### config.mk
export PLATFORM = sky130hd
export DESIGN_NAME = frame_buffer_port_arbiter
export DESIGN_NICKNAME = d
export VERILOG_FILES = /design/src/rtl/frame_buffer_port_arbiter_pkg.sv /design/src/rtl/fb_rd_valid_pipe.sv /design/src/rtl/frame_buffer_port_arbiter.sv
export SDC_FILE = /design/constraint.sdc
export NUM_CORES = 1
export LEC_CHECK = 0
export ABC_AREA = 1
export CORE_ASPECT_RATIO = 2
export CORE_UTILIZATION = 40
export DETAILED_ROUTE_END_ITERATION = 8
export PLACE_DENSITY = 0.85
export SKIP_LAST_GASP = 1
export SYNTH_ARGS = -nofsm -noshare
export SYNTH_HDL_FRONTEND = slang
export SYNTH_SLANG_ARGS = --single-unit
export TNS_END_PERCENT = 50
### constraint.sdc
create_clock -name i_clk -period 2.4 [get_ports i_clk]
set_clock_uncertainty 0.1 [all_clocks]
set_input_delay 0.36 -clock i_clk [delete_from_list [all_inputs] [get_ports i_clk]]
set_output_delay 0.36 -clock i_clk [all_outputs]
set_load 0.01 [all_outputs]
### src/rtl/frame_buffer_port_arbiter_pkg.sv
// Shared definitions for the frame-buffer port arbiter: one-hot FSM encoding,
// default widths and the buffer-index (address MSB) selection helper.
package frame_buffer_port_arbiter_pkg;

    localparam int FB_ADDR_W_DEFAULT = 16;
    localparam int FB_DATA_W_DEFAULT = 16;

    typedef enum logic [2:0] {
        ARB_IDLE = 3'b001,
        ARB_DISP = 3'b010,
        ARB_RAST = 3'b100
    } arb_state_e;

    // Display scans the front buffer (the one the rasterizer is not targeting).
    function automatic logic buf_index(input logic target, input logic is_display);
        return is_display ? ~target : target;
    endfunction

endpackage

### src/rtl/fb_rd_valid_pipe.sv
// Read-issue tracker: shifts the display grant flag down a DEPTH-stage pipe so
// the last stage lines up with SRAM read data.
module fb_rd_valid_pipe #(
    parameter int DEPTH = 2
) (
    input  logic i_clk,
    input  logic i_srst,
    input  logic i_issue,
    output logic o_valid,
    output logic o_pending
);

    logic [DEPTH-1:0] pipe_q;
    logic [DEPTH-1:0] pipe_d;

    // Next pipe contents: shift in this cycle's read grant.
    always_comb begin
        pipe_d = {pipe_q[DEPTH-2:0], i_issue};
    end

    // Pipe register; reset drops every read still in flight.
    always_ff @(posedge i_clk) begin
        if (i_srst) begin
            pipe_q <= {DEPTH{1'b0}};
        end else begin
            pipe_q <= pipe_d;
        end
    end

    assign o_valid   = pipe_q[DEPTH-1];
    // Reads that will still be outstanding once the last stage retires.
    assign o_pending = |pipe_q[DEPTH-2:0];

endmodule

### src/rtl/frame_buffer_port_arbiter.sv
// Single-port frame-buffer SRAM arbiter: display reads (priority, streak-limited)
// versus rasterizer writes. Optional stall counter enabled by FB_ARB_STATS_EN.
module frame_buffer_port_arbiter
    import frame_buffer_port_arbiter_pkg::*;
#(
    parameter int ADDR_W          = FB_ADDR_W_DEFAULT,
    parameter int DATA_W          = FB_DATA_W_DEFAULT,
    parameter int READ_LATENCY    = 1,
    parameter int DISP_MAX_STREAK = 8
) (
    input  logic              i_clk,
    input  logic              i_srst,
    input  logic              i_rasterization_target,
    input  logic              i_vblank,
    input  logic              i_disp_req,
    input  logic [ADDR_W-1:0] i_disp_addr,
    output logic              o_disp_gnt,
    output logic [DATA_W-1:0] o_disp_rdata,
    output logic              o_disp_rvalid,
    input  logic              i_rast_req,
    input  logic [ADDR_W-1:0] i_rast_addr,
    input  logic [DATA_W-1:0] i_rast_wdata,
    output logic              o_rast_gnt,
    output logic              o_mem_en,
    output logic              o_mem_we,
    output logic [ADDR_W:0]   o_mem_addr,
    output logic [DATA_W-1:0] o_mem_wdata,
    input  logic [DATA_W-1:0] i_mem_rdata,
    output logic              o_frame_buffer_swap_allowed
`ifdef FB_ARB_STATS_EN
    ,
    output logic [15:0]       o_rast_stall_count
`endif
);

    localparam int STREAK_W = $clog2(DISP_MAX_STREAK + 1);

    arb_state_e          state_q, state_d;
    logic [STREAK_W-1:0] streak_q, streak_d;
    logic                mem_en_q, mem_en_d;
    logic                mem_we_q, mem_we_d;
    logic [ADDR_W:0]     mem_addr_q, mem_addr_d;
    logic [DATA_W-1:0]   mem_wdata_q, mem_wdata_d;
    logic                swap_q, swap_d;
    logic                disp_gnt_s, rast_gnt_s, streak_full_s;
    logic                rd_valid_s, rd_pending_s;

    // Grant decision, FSM next state and display streak tracking.
    always_comb begin
        // A non-zero streak can only follow a display grant, so gate on DISP.
        streak_full_s = (state_q == ARB_DISP) && (streak_q == STREAK_W'(DISP_MAX_STREAK));
        disp_gnt_s    = 1'b0;
        rast_gnt_s    = 1'b0;
        state_d       = ARB_IDLE;
        if (i_srst) begin
            state_d = ARB_IDLE;
        end else if (i_disp_req && !(i_rast_req && streak_full_s)) begin
            disp_gnt_s = 1'b1;
            state_d    = ARB_DISP;
        end else if (i_rast_req) begin
            rast_gnt_s = 1'b1;
            state_d    = ARB_RAST;
        end else begin
            state_d = ARB_IDLE;
        end

        if (rast_gnt_s || !i_rast_req) begin
            streak_d = STREAK_W'(0);
        end else if (disp_gnt_s && !streak_full_s) begin
            streak_d = streak_q + STREAK_W'(1);
        end else begin
            streak_d = streak_q;
        end
    end

    // Registered SRAM command and swap permission for the next cycle.
    always_comb begin
        mem_en_d    = disp_gnt_s | rast_gnt_s;
        mem_we_d    = rast_gnt_s;
        mem_addr_d  = mem_addr_q;
        mem_wdata_d = mem_wdata_q;
        if (disp_gnt_s) begin
            mem_addr_d = {buf_index(i_rasterization_target, 1'b1), i_disp_addr};
        end else if (rast_gnt_s) begin
            mem_addr_d  = {buf_index(i_rasterization_target, 1'b0), i_rast_addr};
            mem_wdata_d = i_rast_wdata;
        end else begin
            mem_addr_d  = mem_addr_q;
            mem_wdata_d = mem_wdata_q;
        end
        swap_d = i_vblank & ~i_disp_req & ~rd_pending_s;
    end

    // Arbiter state and output registers.
    always_ff @(posedge i_clk) begin
        if (i_srst) begin
            state_q     <= ARB_IDLE;
            streak_q    <= STREAK_W'(0);
            mem_en_q    <= 1'b0;
            mem_we_q    <= 1'b0;
            mem_addr_q  <= {(ADDR_W + 1){1'b0}};
            mem_wdata_q <= {DATA_W{1'b0}};
            swap_q      <= 1'b0;
        end else begin
            state_q     <= state_d;
            streak_q    <= streak_d;
            mem_en_q    <= mem_en_d;
            mem_we_q    <= mem_we_d;
            mem_addr_q  <= mem_addr_d;
            mem_wdata_q <= mem_wdata_d;
            swap_q      <= swap_d;
        end
    end

    fb_rd_valid_pipe #(
        .DEPTH (READ_LATENCY + 1)
    ) u_rd_valid_pipe (
        .i_clk     (i_clk),
        .i_srst    (i_srst),
        .i_issue   (disp_gnt_s),
        .o_valid   (rd_valid_s),
        .o_pending (rd_pending_s)
    );

    assign o_disp_gnt                  = disp_gnt_s;
    assign o_rast_gnt                  = rast_gnt_s;
    assign o_mem_en                    = mem_en_q;
    assign o_mem_we                    = mem_we_q;
    assign o_mem_addr                  = mem_addr_q;
    assign o_mem_wdata                 = mem_wdata_q;
    assign o_disp_rvalid               = rd_valid_s;
    assign o_disp_rdata                = rd_valid_s ? i_mem_rdata : {DATA_W{1'b0}};
    assign o_frame_buffer_swap_allowed = swap_q;

`ifdef FB_ARB_STATS_EN
    logic [15:0] stall_cnt_q, stall_cnt_d;

    // Saturating count of cycles the rasterizer waits.
    always_comb begin
        if (i_rast_req && !rast_gnt_s && (stall_cnt_q != 16'hFFFF)) begin
            stall_cnt_d = stall_cnt_q + 16'd1;
        end else begin
            stall_cnt_d = stall_cnt_q;
        end
    end

    // Stall counter register.
    always_ff @(posedge i_clk) begin
        if (i_srst) begin
            stall_cnt_q <= 16'h0000;
        end else begin
            stall_cnt_q <= stall_cnt_d;
        end
    end

    assign o_rast_stall_count = stall_cnt_q;
`endif

endmodule
==> flow_summary.html <==
<table>
<tr><th>Metric</th><th>Value</th></tr>
<tr><th colspan="2">Synthesis</th></tr>
<tr><td>Sequential fraction of the synthesis area</td><td>43.09%</td></tr>
<tr><td>Flop and latch count out of synthesis</td><td>45</td></tr>
<tr><td>Library cell with the highest instance count after synthesis</td><td>nand2_1</td></tr>
<tr><td>Mean instance size in the synthesized netlist</td><td>6.900 um2</td></tr>
<tr><td>Portion of synthesized cell area occupied by the leading cell type</td><td>43.09%</td></tr>
<tr><td>Mapped Area</td><td>2091 um2</td></tr>
<tr><td>Share of synthesized flip-flops with an asynchronous set or reset</td><td>0%</td></tr>
<tr><td>Synth warnings</td><td>0</td></tr>
<tr><td>EDFF count, synth</td><td>0</td></tr>
<tr><td>Cell type contributing the most total cell area after synthesis</td><td>dfxtp_1</td></tr>
<tr><td>Ranking of synthesized cells by instance count</td><td>nand2_1 (91), inv_1 (57), dfxtp_1 (45)</td></tr>
<tr><td>Primary FF master, synth</td><td>dfxtp_1</td></tr>
<tr><td>Count of unique library cells instantiated by Yosys</td><td>25</td></tr>
<tr><td>Ranking of synthesized cells by area</td><td>dfxtp_1 (43%), nand2_1 (16%), inv_1 (10%), nand3_1 (8.6%), nand4_1 (5.1%)</td></tr>
<tr><td>Post-synthesis cell count</td><td>303</td></tr>
<tr><td>Nets in the synthesized netlist</td><td>375</td></tr>
<tr><th colspan="2">Route</th></tr>
<tr><td>Total detailed-routing wirelength</td><td>6277 um</td></tr>
<tr><td>Remaining antenna violation count</td><td>0</td></tr>
<tr><td>M1 wire length</td><td>2218 um</td></tr>
<tr><td>Vias post-DR</td><td>2368</td></tr>
<tr><td>Routed met2 length</td><td>3502 um</td></tr>
<tr><td>Total length of routed met3 wires</td><td>401 um</td></tr>
<tr><td>Wire length per cell</td><td>12.89 um</td></tr>
<tr><td>Vias per cell</td><td>4.862</td></tr>
<tr><td>1st-pass router iterations</td><td>4</td></tr>
<tr><td>DRC viols</td><td>0</td></tr>
<tr><td>Highest routing layer actually used</td><td>met4</td></tr>
<tr><td>Iter 0 DRT Violations</td><td>69</td></tr>
<tr><th colspan="2">Die</th></tr>
<tr><td>Number of standard-cell rows in the floorplan</td><td>36</td></tr>
<tr><td>Die outline height</td><td>104.2 um</td></tr>
<tr><td>Die span in x</td><td>53.12 um</td></tr>
<tr><td>Effective utilization at floorplan</td><td>42.20%</td></tr>
<tr><td>I/O pin cnt</td><td>125</td></tr>
<tr><td>DIE AREA</td><td>5537 um2</td></tr>
<tr><td>Core Footprint</td><td>4955 um2</td></tr>
<tr><th colspan="2">Final layout</th></tr>
<tr><td>Count of non-filler cells in the finished layout</td><td>487</td></tr>
<tr><td># fillers</td><td>392</td></tr>
<tr><td>Antenna diode count</td><td>0</td></tr>
<tr><td>Synthesis-to-finish area growth</td><td>68.64%</td></tr>
<tr><td>Fraction of layout cells with a size suffix above 1</td><td>6.977%</td></tr>
<tr><td>Final core area utilization</td><td>71.16%</td></tr>
<tr><td>Final net count</td><td>501</td></tr>
<tr><td>Post-route design area</td><td>3526 um2</td></tr>
<tr><th colspan="2">Placement</th></tr>
<tr><td>Number of cells in the design after placement</td><td>479</td></tr>
<tr><td>Hpwl dp</td><td>4839 um</td></tr>
<tr><td>Cell area after placement</td><td>3405 um2</td></tr>
<tr><td>Placer Congestion</td><td>0.8534</td></tr>
<tr><td>Number of buffers inserted by port buffering</td><td>124</td></tr>
<tr><th colspan="2">GRT</th></tr>
<tr><td>Initial antenna violation count</td><td>0</td></tr>
<tr><td>Total global routing overflow</td><td>0</td></tr>
<tr><td>Wire length of the first global-routing pass</td><td>9418 um</td></tr>
<tr><td>Largest net degree at the start of global routing</td><td>21</td></tr>
<tr><td>Number of global-route vias before repair</td><td>2182</td></tr>
<tr><td>Total track usage</td><td>22.67%</td></tr>
<tr><th colspan="2">CTS</th></tr>
<tr><td>Clock Pin Slew Worst Setup and Hold Paths</td><td>0.09 ns</td></tr>
<tr><td>Root Buffer Master</td><td>clkbuf_8</td></tr>
<tr><td>Number of sinks on the clock net</td><td>45</td></tr>
<tr><td>Worst-Skew Late Latency</td><td>0.30 ns</td></tr>
<tr><td>Count of H-tree levels built during CTS</td><td>2</td></tr>
<tr><td>Post-CTS setup buffer count</td><td>0</td></tr>
<tr><td>Number of hold buffers added after CTS</td><td>0</td></tr>
<tr><td>CTS tree</td><td>built</td></tr>
<tr><td>Gates resized, CTS repair</td><td>1</td></tr>
<tr><td>Number of clock buffers inserted by TritonCTS</td><td>5</td></tr>
<tr><td>Max Buffers Root-to-Sink</td><td>2</td></tr>
<tr><th colspan="2">Timing</th></tr>
<tr><td>Slew Limit Headroom</td><td>67.88%</td></tr>
<tr><td>Unrepaired setup endpoints after global routing</td><td>no</td></tr>
<tr><td>Transition time of the tightest slew-check pin</td><td>0.4812 ns</td></tr>
<tr><td>Final worst path period share</td><td>91.46%</td></tr>
<tr><td>Setup TNS</td><td>0 ns</td></tr>
<tr><td>Final max-slew violation count</td><td>0</td></tr>
<tr><td>Final Setup Violations</td><td>0</td></tr>
<tr><td>Final-report hold violation count</td><td>0</td></tr>
<tr><td>Peak Freq</td><td>455.5 MHz</td></tr>
<tr><td>Clock period minus worst slack</td><td>2.195 ns</td></tr>
<tr><td>Hold slack final</td><td>0.3518 ns</td></tr>
<tr><th colspan="2">Pwr</th></tr>
<tr><td>Sequential cell fraction of total power</td><td>45.3%</td></tr>
<tr><td>Power density relative to cell area</td><td>508.5 nW/um2</td></tr>
<tr><td>Combinational fraction of design power</td><td>21.1%</td></tr>
<tr><td>Peak supply drop</td><td>0.0005071 V</td></tr>
<tr><td>Power share of the clock group</td><td>33.6%</td></tr>
<tr><td>Internal Power</td><td>1.351 mW</td></tr>
<tr><td>Fraction of power spent switching nets</td><td>24.66%</td></tr>
<tr><td>Static Leakage</td><td>1.703 nW</td></tr>
<tr><td>Net switching power figure</td><td>0.4421 mW</td></tr>
<tr><th colspan="2">Critical path</th></tr>
<tr><td>Sort of element at the start of the critical path</td><td>flip-flop</td></tr>
<tr><td>Worst Path Required</td><td>1.94 ns</td></tr>
<tr><td>Largest stage delay, worst path</td><td>0.35 ns</td></tr>
<tr><td>Crit path buffers/inverters</td><td>3</td></tr>
<tr><td>Worst setup path category</td><td>flip-flop to output pin</td></tr>
<tr><td>Slowest cell on the critical path</td><td>dfxtp_1</td></tr>
<tr><td>CP endpoint kind</td><td>output pin</td></tr>
<tr><td>Worst Path Arrival</td><td>1.74 ns</td></tr>
<tr><td>Most numerous cell on the critical path</td><td>nand3_4</td></tr>
<tr><td>Largest fanout of any net on the critical path</td><td>8</td></tr>
<tr><td>Cells along the critical path</td><td>inv_1, ha_1, nand2_1, nor2_4, nand3_4, nand2_4, nand3_4, clkinv_2, dlygate4sd2_1</td></tr>
<tr><td>Family with the most delay on the worst path</td><td>simple AND/OR/NAND/NOR gates</td></tr>
<tr><th colspan="2">Run</th></tr>
<tr><td>Max Cap Viol</td><td>0</td></tr>
<tr><th colspan="2">Run status</th></tr>
<tr><td>Outcome</td><td>complete, no violations</td></tr>
<tr><th colspan="2">Min path</th></tr>
<tr><td>Worst Hold Class</td><td>flip-flop to flip-flop</td></tr>
</table>
==> area by class of cell <==
type / count / area [um2] / share of cell area (%)
repair buffers: 136 / 1333 / 37.79
flip-flops and latches: 45 / 900.9 / 25.55
multi-input cells: 180 / 868.3 / 24.63
inverters: 61 / 232.7 / 6.600
clock buffers: 6 / 82.58 / 2.342
well taps: 57 / 71.32 / 2.023
clock inverters: 2 / 37.54 / 1.065
==> flip-flops by register name, indices dropped and copies added, names as in the netlist <==
signal,count
o_frame_buffer_swap_allowed,1
o_mem_addr,17
o_mem_en,1
o_mem_wdata,16
o_mem_we,1
state_q,3
streak_q,4
u_rd_valid_pipe.pipe_q,2
==> placed cells by master (no fill, tap or decap), types with 2 or more instances in the layout <==
master,n
clkdlybuf4s50_1,122
nand2_1,91
inv_1,57
dfxtp_1,45
nand3_1,36
a21oi_1,20
nand4_1,17
buf_4,12
clkbuf_8,6
nor2_1,4
inv_2,2
nand3_4,2
ha_1,2
==> path summary, 6_finish.rpt <==
check / endpoint / depth (start not counted) / slack (ns) / startpoint
hold reg to reg: u_rd_valid_pipe.pipe_q[1]$_SDFF_PP0_ / 2 / 0.35 / u_rd_valid_pipe.pipe_q[0]$_SDFF_PP0_
setup / recovery: o_rast_gnt / 9 / 0.20 / streak_q[0]$_SDFFE_PP0P_
hold / removal: u_rd_valid_pipe.pipe_q[1]$_SDFF_PP0_ / 2 / 0.35 / u_rd_valid_pipe.pipe_q[0]$_SDFF_PP0_
setup reg to reg: o_mem_addr[7]$_SDFFE_PP0P_ / 10 / 0.67 / streak_q[0]$_SDFFE_PP0P_
==> cells by family after synthesis <==
family          synth area share [%]
simple gates                   34.05
buf+inv                        15.38
flops                          43.09
fa+ha+maj                      1.197
compound gates                 5.446
xor+xnor                      0.8380
==> metrics by stage <==
stage	power [mW]	setup WS (ns)
after global placement	1.200	0.1434
after CTS	1.796	-0.03175
after global routing	1.863	0.1113
after floorplan	0.9656	0.6770
after detailed placement	1.207	0.1373
final	1.793	0.2048
==> routing by layer <==
metal  vias up  global-route usage [%]
li1       1187                       -
met1      1070                   21.55
met2        98                   42.77
met3        13                   4.532
met4         0                   10.34
met5         -                       0
==> worst register-to-register path, cell delays in order (launching register included) <==
cell,delay [ns]
dfxtp_1,0.35
inv_1,0.08
ha_1,0.14
nand2_1,0.07
nor2_4,0.15
nand3_4,0.14
nand2_4,0.10
buf_4,0.23
nand2_1,0.11
nand3_1,0.09
a21oi_1,0.06
==> power groups by stage <==
stage                     logic, mW  clock network [mW]  registers, mW
final                         0.378               0.603          0.812
after CTS                     0.380               0.605          0.811
after global routing          0.407               0.639          0.817
after detailed placement      0.378                   0          0.829
after global placement        0.373                   0          0.827
after floorplan               0.122                   0          0.844
Note: power is estimated with default switching activity, not from simulation.
